File: src/rtl/router_pkt_ctrl.sv
// Router ingress packet controller: steers header/payload/parity bytes to one of three FIFOs, checks parity.
// Latency: payload/parity pass through to dout combinationally; header replayed one cycle after decode.
// Backpressure: busy throttles the source (wait for empty FIFO, FIFO full, header/check cycles); stats via ROUTER_PKT_STATS_EN.
module router_pkt_ctrl #(
   parameter int DATA_W = 8,
   parameter int CNT_W  = 16
) (
   input  logic              clk,
   input  logic              reset,
   input  logic              pkt_valid,
   input  logic [DATA_W-1:0] data_in,
   input  logic [2:0]        fifo_full,
   input  logic [2:0]        fifo_empty,
   input  logic [2:0]        soft_reset,
   output logic              busy,
   output logic [2:0]        write_enb,
   output logic              lfd_state,
   output logic [DATA_W-1:0] dout,
   output logic              parity_done,
   output logic              err,
   output logic [CNT_W-1:0]  pkt_cnt,
   output logic [CNT_W-1:0]  err_cnt
);

   localparam int REM_W = DATA_W - 1;

   typedef struct packed {
      logic [DATA_W-3:0] len;
      logic [1:0]        addr;
   } hdr_t;

   typedef enum logic [2:0] {
      DECODE, WAIT, LFD, LOAD_DATA, LOAD_PARITY, CHECK, DROP
   } state_t;

   state_t            state_q, state_d;
   hdr_t              hold_q, hold_d, hdr_in;
   logic [DATA_W-1:0] par_q, par_d, chk_q, chk_d;
   logic [REM_W-1:0]  rem_q, rem_d, drop_rem;
   logic              err_q, err_d;
   logic              accept, wr, lfd, pd;
   logic [3:0]        full4, empty4, sr4;
   logic              full_sel, empty_sel, sr_sel;

   assign hdr_in    = hdr_t'(data_in);
   assign full4     = {1'b0, fifo_full};
   assign empty4    = {1'b0, fifo_empty};
   assign sr4       = {1'b0, soft_reset};
   assign full_sel  = full4[hold_q.addr];
   assign empty_sel = empty4[hold_q.addr];
   assign sr_sel    = sr4[hold_q.addr];

   always_comb begin
      busy = 1'b1;
      case (state_q)
         DECODE:                 busy = 1'b0;
         LOAD_DATA, LOAD_PARITY: busy = full_sel;
         // rem==0 only after a soft reset that swallowed the parity byte: finish without taking a byte
         DROP:                   busy = (rem_q == '0);
         default:                busy = 1'b1;
      endcase
   end

   assign accept   = pkt_valid & ~busy;
   // bytes still owed by the source, parity included, once this cycle's byte is counted
   assign drop_rem = rem_q + REM_W'(1) - REM_W'(accept);

   always_comb begin
      state_d = state_q;
      hold_d  = hold_q;
      par_d   = par_q;
      chk_d   = chk_q;
      rem_d   = rem_q;
      err_d   = err_q;
      wr      = 1'b0;
      lfd     = 1'b0;
      pd      = 1'b0;
      dout    = '0;
      case (state_q)
         DECODE: begin
            if (accept) begin
               hold_d = hdr_in;
               par_d  = data_in;
               rem_d  = {1'b0, hdr_in.len};
               err_d  = 1'b0;
               if (hdr_in.addr == 2'd3) begin
                  rem_d   = {1'b0, hdr_in.len} + REM_W'(1);
                  state_d = DROP;
               end else if (empty4[hdr_in.addr]) begin
                  state_d = LFD;
               end else begin
                  state_d = WAIT;
               end
            end
         end
         WAIT: begin
            if (sr_sel) begin
               rem_d   = drop_rem;
               state_d = DROP;
            end else if (empty_sel) begin
               state_d = LFD;
            end
         end
         LFD: begin
            dout = hold_q;
            if (sr_sel) begin
               rem_d   = drop_rem;
               state_d = DROP;
            end else begin
               wr      = 1'b1;
               lfd     = 1'b1;
               state_d = (hold_q.len != '0) ? LOAD_DATA : LOAD_PARITY;
            end
         end
         LOAD_DATA: begin
            dout = data_in;
            if (sr_sel) begin
               rem_d   = drop_rem;
               state_d = DROP;
            end else if (accept) begin
               wr    = 1'b1;
               par_d = par_q ^ data_in;
               rem_d = rem_q - REM_W'(1);
               if (rem_q == REM_W'(1)) state_d = LOAD_PARITY;
            end
         end
         LOAD_PARITY: begin
            dout = data_in;
            if (sr_sel) begin
               rem_d   = drop_rem;
               state_d = DROP;
            end else if (accept) begin
               wr      = 1'b1;
               chk_d   = data_in;
               state_d = CHECK;
            end
         end
         CHECK: begin
            pd      = 1'b1;
            err_d   = (chk_q != par_q);
            state_d = DECODE;
         end
         DROP: begin
            if (rem_q == '0) begin
               pd      = 1'b1;
               err_d   = 1'b1;
               state_d = DECODE;
            end else if (accept) begin
               rem_d = rem_q - REM_W'(1);
               if (rem_q == REM_W'(1)) begin
                  pd      = 1'b1;
                  err_d   = 1'b1;
                  state_d = DECODE;
               end
            end
         end
         default: state_d = DECODE;
      endcase
   end

   always_ff @(posedge clk) begin
      if (reset) begin
         state_q <= DECODE;
         hold_q  <= '0;
         par_q   <= '0;
         chk_q   <= '0;
         rem_q   <= '0;
         err_q   <= 1'b0;
      end else begin
         state_q <= state_d;
         hold_q  <= hold_d;
         par_q   <= par_d;
         chk_q   <= chk_d;
         rem_q   <= rem_d;
         err_q   <= err_d;
      end
   end

   // reset aborts the packet in the same cycle, so strobes are masked while it is asserted
   assign write_enb   = (wr & ~reset) ? (3'b001 << hold_q.addr) : 3'b000;
   assign lfd_state   = lfd & ~reset;
   assign parity_done = pd & ~reset;
   assign err         = err_q;

`ifdef ROUTER_PKT_STATS_EN
   logic [CNT_W-1:0] pkt_q, errc_q;

   always_ff @(posedge clk) begin
      if (reset) begin
         pkt_q  <= '0;
         errc_q <= '0;
      end else if (pd) begin
         if (~&pkt_q) pkt_q <= pkt_q + CNT_W'(1);
         if (err_d && ~&errc_q) errc_q <= errc_q + CNT_W'(1);
      end
   end

   assign pkt_cnt = pkt_q;
   assign err_cnt = errc_q;
`else
   assign pkt_cnt = '0;
   assign err_cnt = '0;
`endif

endmodule
File: config.mk
export PLATFORM = sky130hd
export DESIGN_NAME = router_pkt_ctrl
export DESIGN_NICKNAME = d
export VERILOG_FILES = /design/src/rtl/router_pkt_ctrl.sv
export SDC_FILE = /design/constraint.sdc
export NUM_CORES = 1
export LEC_CHECK = 0
export CELL_PAD_IN_SITES_DETAIL_PLACEMENT = 0
export CELL_PAD_IN_SITES_GLOBAL_PLACEMENT = 1
export CORE_ASPECT_RATIO = 1.1
export CORE_MARGIN = 1
export CORE_UTILIZATION = 38
export DETAILED_ROUTE_END_ITERATION = 16
export PLACE_DENSITY = 0.85
export SKIP_CTS_REPAIR_TIMING = 1
export SYNTH_ARGS = -nofsm -noshare
export SYNTH_HDL_FRONTEND = slang
export SYNTH_SLANG_ARGS = --single-unit
export TNS_END_PERCENT = 50
File: constraint.sdc
create_clock -name clk -period 3.7 [get_ports clk]
set_clock_uncertainty 0.1 [all_clocks]
set_input_delay 0.74 -clock clk [delete_from_list [all_inputs] [get_ports clk]]
set_output_delay 0.74 -clock clk [all_outputs]
set_load 0.01 [all_outputs]
==> flow_summary.yaml, run 1 <==
detailed_routing:
  wire_per_inst_um: 16.4
  dr.pass1.iters: 4
  avgViaCountPerCell: 5.58
  drt-initial-drc-count: 206
  wl_um: 9180
  drc: 0
  num_vias: 3124
  ant_nets: 0
global_routing:
  grt_pass1_wl_um: 14900
  grt_usage_pct: 22.2
  grt_antenna_before_repair: 0
  grt_pass1_vias: 2966
  grt_max_degree: 29
  grt_overflow: 0
clock_tree:
  cts.sink_count: 35
  clock_latency_ns: 0.30
  cts-root-buf: "clkbuf_8"
  cts_tree: "built"
  htree_num_levels: 2
  cts_buffer_depth: 2
  clkTransAtPathRegs_ns: 0.08
  cts_buffers: 5
power_and_ir_drop:
  power.static_leakage_uw: 0.00154
  pwr_density_cell_nw_per_um2: 725
  vdd_drop_max_v: 0.000266
floorplanning:
  core_area_um2: 7960
  io_pins: 67
  die_x_um: 88.6
  die_height_um: 97.3
  fp.dieArea_um2: 8620
  rows: 34
  start_util_pct: 39.4
critical_path:
  endpoint_kind: "output pin"
  cp.arrival_ns: 2.72
  criticalPathCategory: "flop to output pin"
  required_ns: 2.86
  startpoint_type: "flop"
  cp_max_fo: 6
logic_synthesis:
  synth_edf_count: 0
  synth_top_flop_cell: "dfxtp_1"
  yosysUniqueCellTypes: 65
  synth.yosys.warnings: 0
  synth_compound_area_share_pct: 25.8
  syn_area_um2: 3130
  syn_area_per_cell_um2: 7.82
  synthArstFlopShare_pct: 0
  synth-simple-area-share_pct: 18.3
  yosysSeqAreaShare_pct: 22.4
  synthXorXnorAreaFrac_pct: 7.54
  synth_top_family_by_area: "compound AO/OA/AOI/OAI gates"
  synthCells: 401
  synth_mux_area_share_pct: 5.83
  synth-seq-cells: 35
  synthAdderAreaFrac_pct: 7.19
place:
  dp_cells: 552
  place_congestion: 0.900
  post-dp-hpwl_um: 6840
  numPortBuffers: 34
  pre_cts_ws_ns: 0.0369
sta:
  fin_ws_ns: 0.140
  slew_headroom_pct: 53.1
  drv_slew: 0
  setup_viol: 0
  worst_pin_slew_ns: 0.702
  hold_viol_final: 0
  fmax_mhz: 281
  finalCriticalPeriod_ns: 3.56
  timing.final.crit_share_pct: 96.2
  rsz0062_at_grt: "false"
final_layout:
  fin_nets: 489
  area_growth_pct: 19.3
  insertedDiodeCount: 0
  final_common_cell: "nand2_1"
  drive_gt1_share_pct: 13.1
  final_cell_count_no_fill: 560
  layout_common_cells: "nand2_1 (47), nor2_1 (37), clkdlybuf4s50_1 (33), conb_1 (32), buf_4 (32)"
min_path:
  hold_path_class: "flop to flop"
status:
  status: "completed"
run:
  maxCapViolations: 0
==> cell usage after synthesis, types with 3 or more instances <==
library cell	instances	share of area, %
nand3_1	6	0.96
nor2b_1	3	0.60
nor2_1	37	4.4
a21oi_1	24	3.8
a211oi_1	5	1.2
nand4_1	3	0.60
nand2_1	47	5.6
xnor2_1	23	6.4
o211ai_1	8	1.9
or4_1	3	0.72
buf_2	3	0.48
nor3_1	9	1.4
a22o_1	9	2.5
clkbuf_1	17	2.0
buf_4	33	7.9
ha_1	18	7.2
mux2i_1	16	5.1
dfxtp_1	35	22
xor2_1	4	1.1
o2111ai_1	11	3.1
o21ai_0	10	1.6
inv_1	19	2.3
o32ai_1	4	1.1
==> per-layer routing <==
metal  part of all wire, %  GRT usage (%)  wire length [um]
met5                     0              0                 0
met4                   3.0           10.4               277
met3                   6.6           3.65               610
met2                    49           35.4              4530
met1                    41           28.7              3760
==> logic make-up (layout without fill, tap and decap cells) <==
logic type / count (synthesis) / in the layout
flops: 35 / 35
compound gates: 106 / 106
buf+inv: 73 / 93
mux: 18 / 18
xor+xnor: 27 / 27
other cells: 1 / 32
fa+ha+maj: 18 / 18
simple gates: 123 / 123
==> cell type report <==
class	count	area, um^2
flip-flops and latches	35	708
inverters	19	71.3
fillers	792	4220
clock inverters	3	20.0
multi-input cells	324	2150
well taps	108	135
clock buffers	5	68.8
repair buffers	66	583
==> worst max-delay path: stages, from the launching register on <==
cell	delay, ns
dfxtp_1	0.34
inv_1	0.11
ha_2	0.23
and4b_4	0.21
or3_4	0.36
o22ai_4	0.20
o21ai_4	0.10
o21ai_2	0.15
and4_1	0.21
clkdlybuf4s50_1	0.53
==> through the flow <==
| stage | hold slack (ns) | setup TNS (ns) | utilization (%) | total power (uW) | cell area (um^2) |
|---|---|---|---|---|---|
| final | 0.373 | 0 | 47.0 | 2710 | 3740 |
| after global routing | 0.402 | 0 | 47.0 | 2910 | 3740 |
| after CTS | 0.375 | -0.311 | 46.8 | 2670 | 3720 |
| after detailed placement | 0.364 | 0 | 45.7 | 2360 | 3630 |
| after global placement | 0.360 | 0 | 45.7 | 2350 | 3630 |
| after floorplan | 0.344 | 0 | - | 1790 | 3250 |
==> final timing paths <==
path | start | endpoint | slack [ns] | cells after the start
worst max-delay path | rem_q[4] | write_enb[2] | 0.14 | 9
worst min register to register | hold_q[4] | hold_q[4] | 0.37 | 2
worst max register to register | rem_q[4] | rem_q[4] | 0.31 | 15
worst min-delay path | hold_q[4] | hold_q[4] | 0.37 | 2
==> flip-flops by register name, summed over array words and instances, names as in the netlist <==
register	flops
rem_q	7
err	1
state_q	3
hold_q	8
par_q	8
chk_q	8
==> power by group <==
group / switching [uW] / total (uW) / internal, uW
Combinational: 1090 / 1860 / 772
Clock: 166 / 298 / 131
Sequential: 81.2 / 551 / 470
Power figures use the tool's default switching activity.
==> inputs of run 2 (changes only) <==
--- a/config.mk
+++ b/config.mk
@@ -11,6 +11,7 @@
 export CORE_MARGIN = 1
 export CORE_UTILIZATION = 38
 export DETAILED_ROUTE_END_ITERATION = 16
+export GPL_ROUTABILITY_DRIVEN = 0
 export PLACE_DENSITY = 0.85
 export SKIP_CTS_REPAIR_TIMING = 1
 export SYNTH_ARGS = -nofsm -noshare
==> results of run 2 <==
Final layout, timing and power as in run 1 (identical DEF).
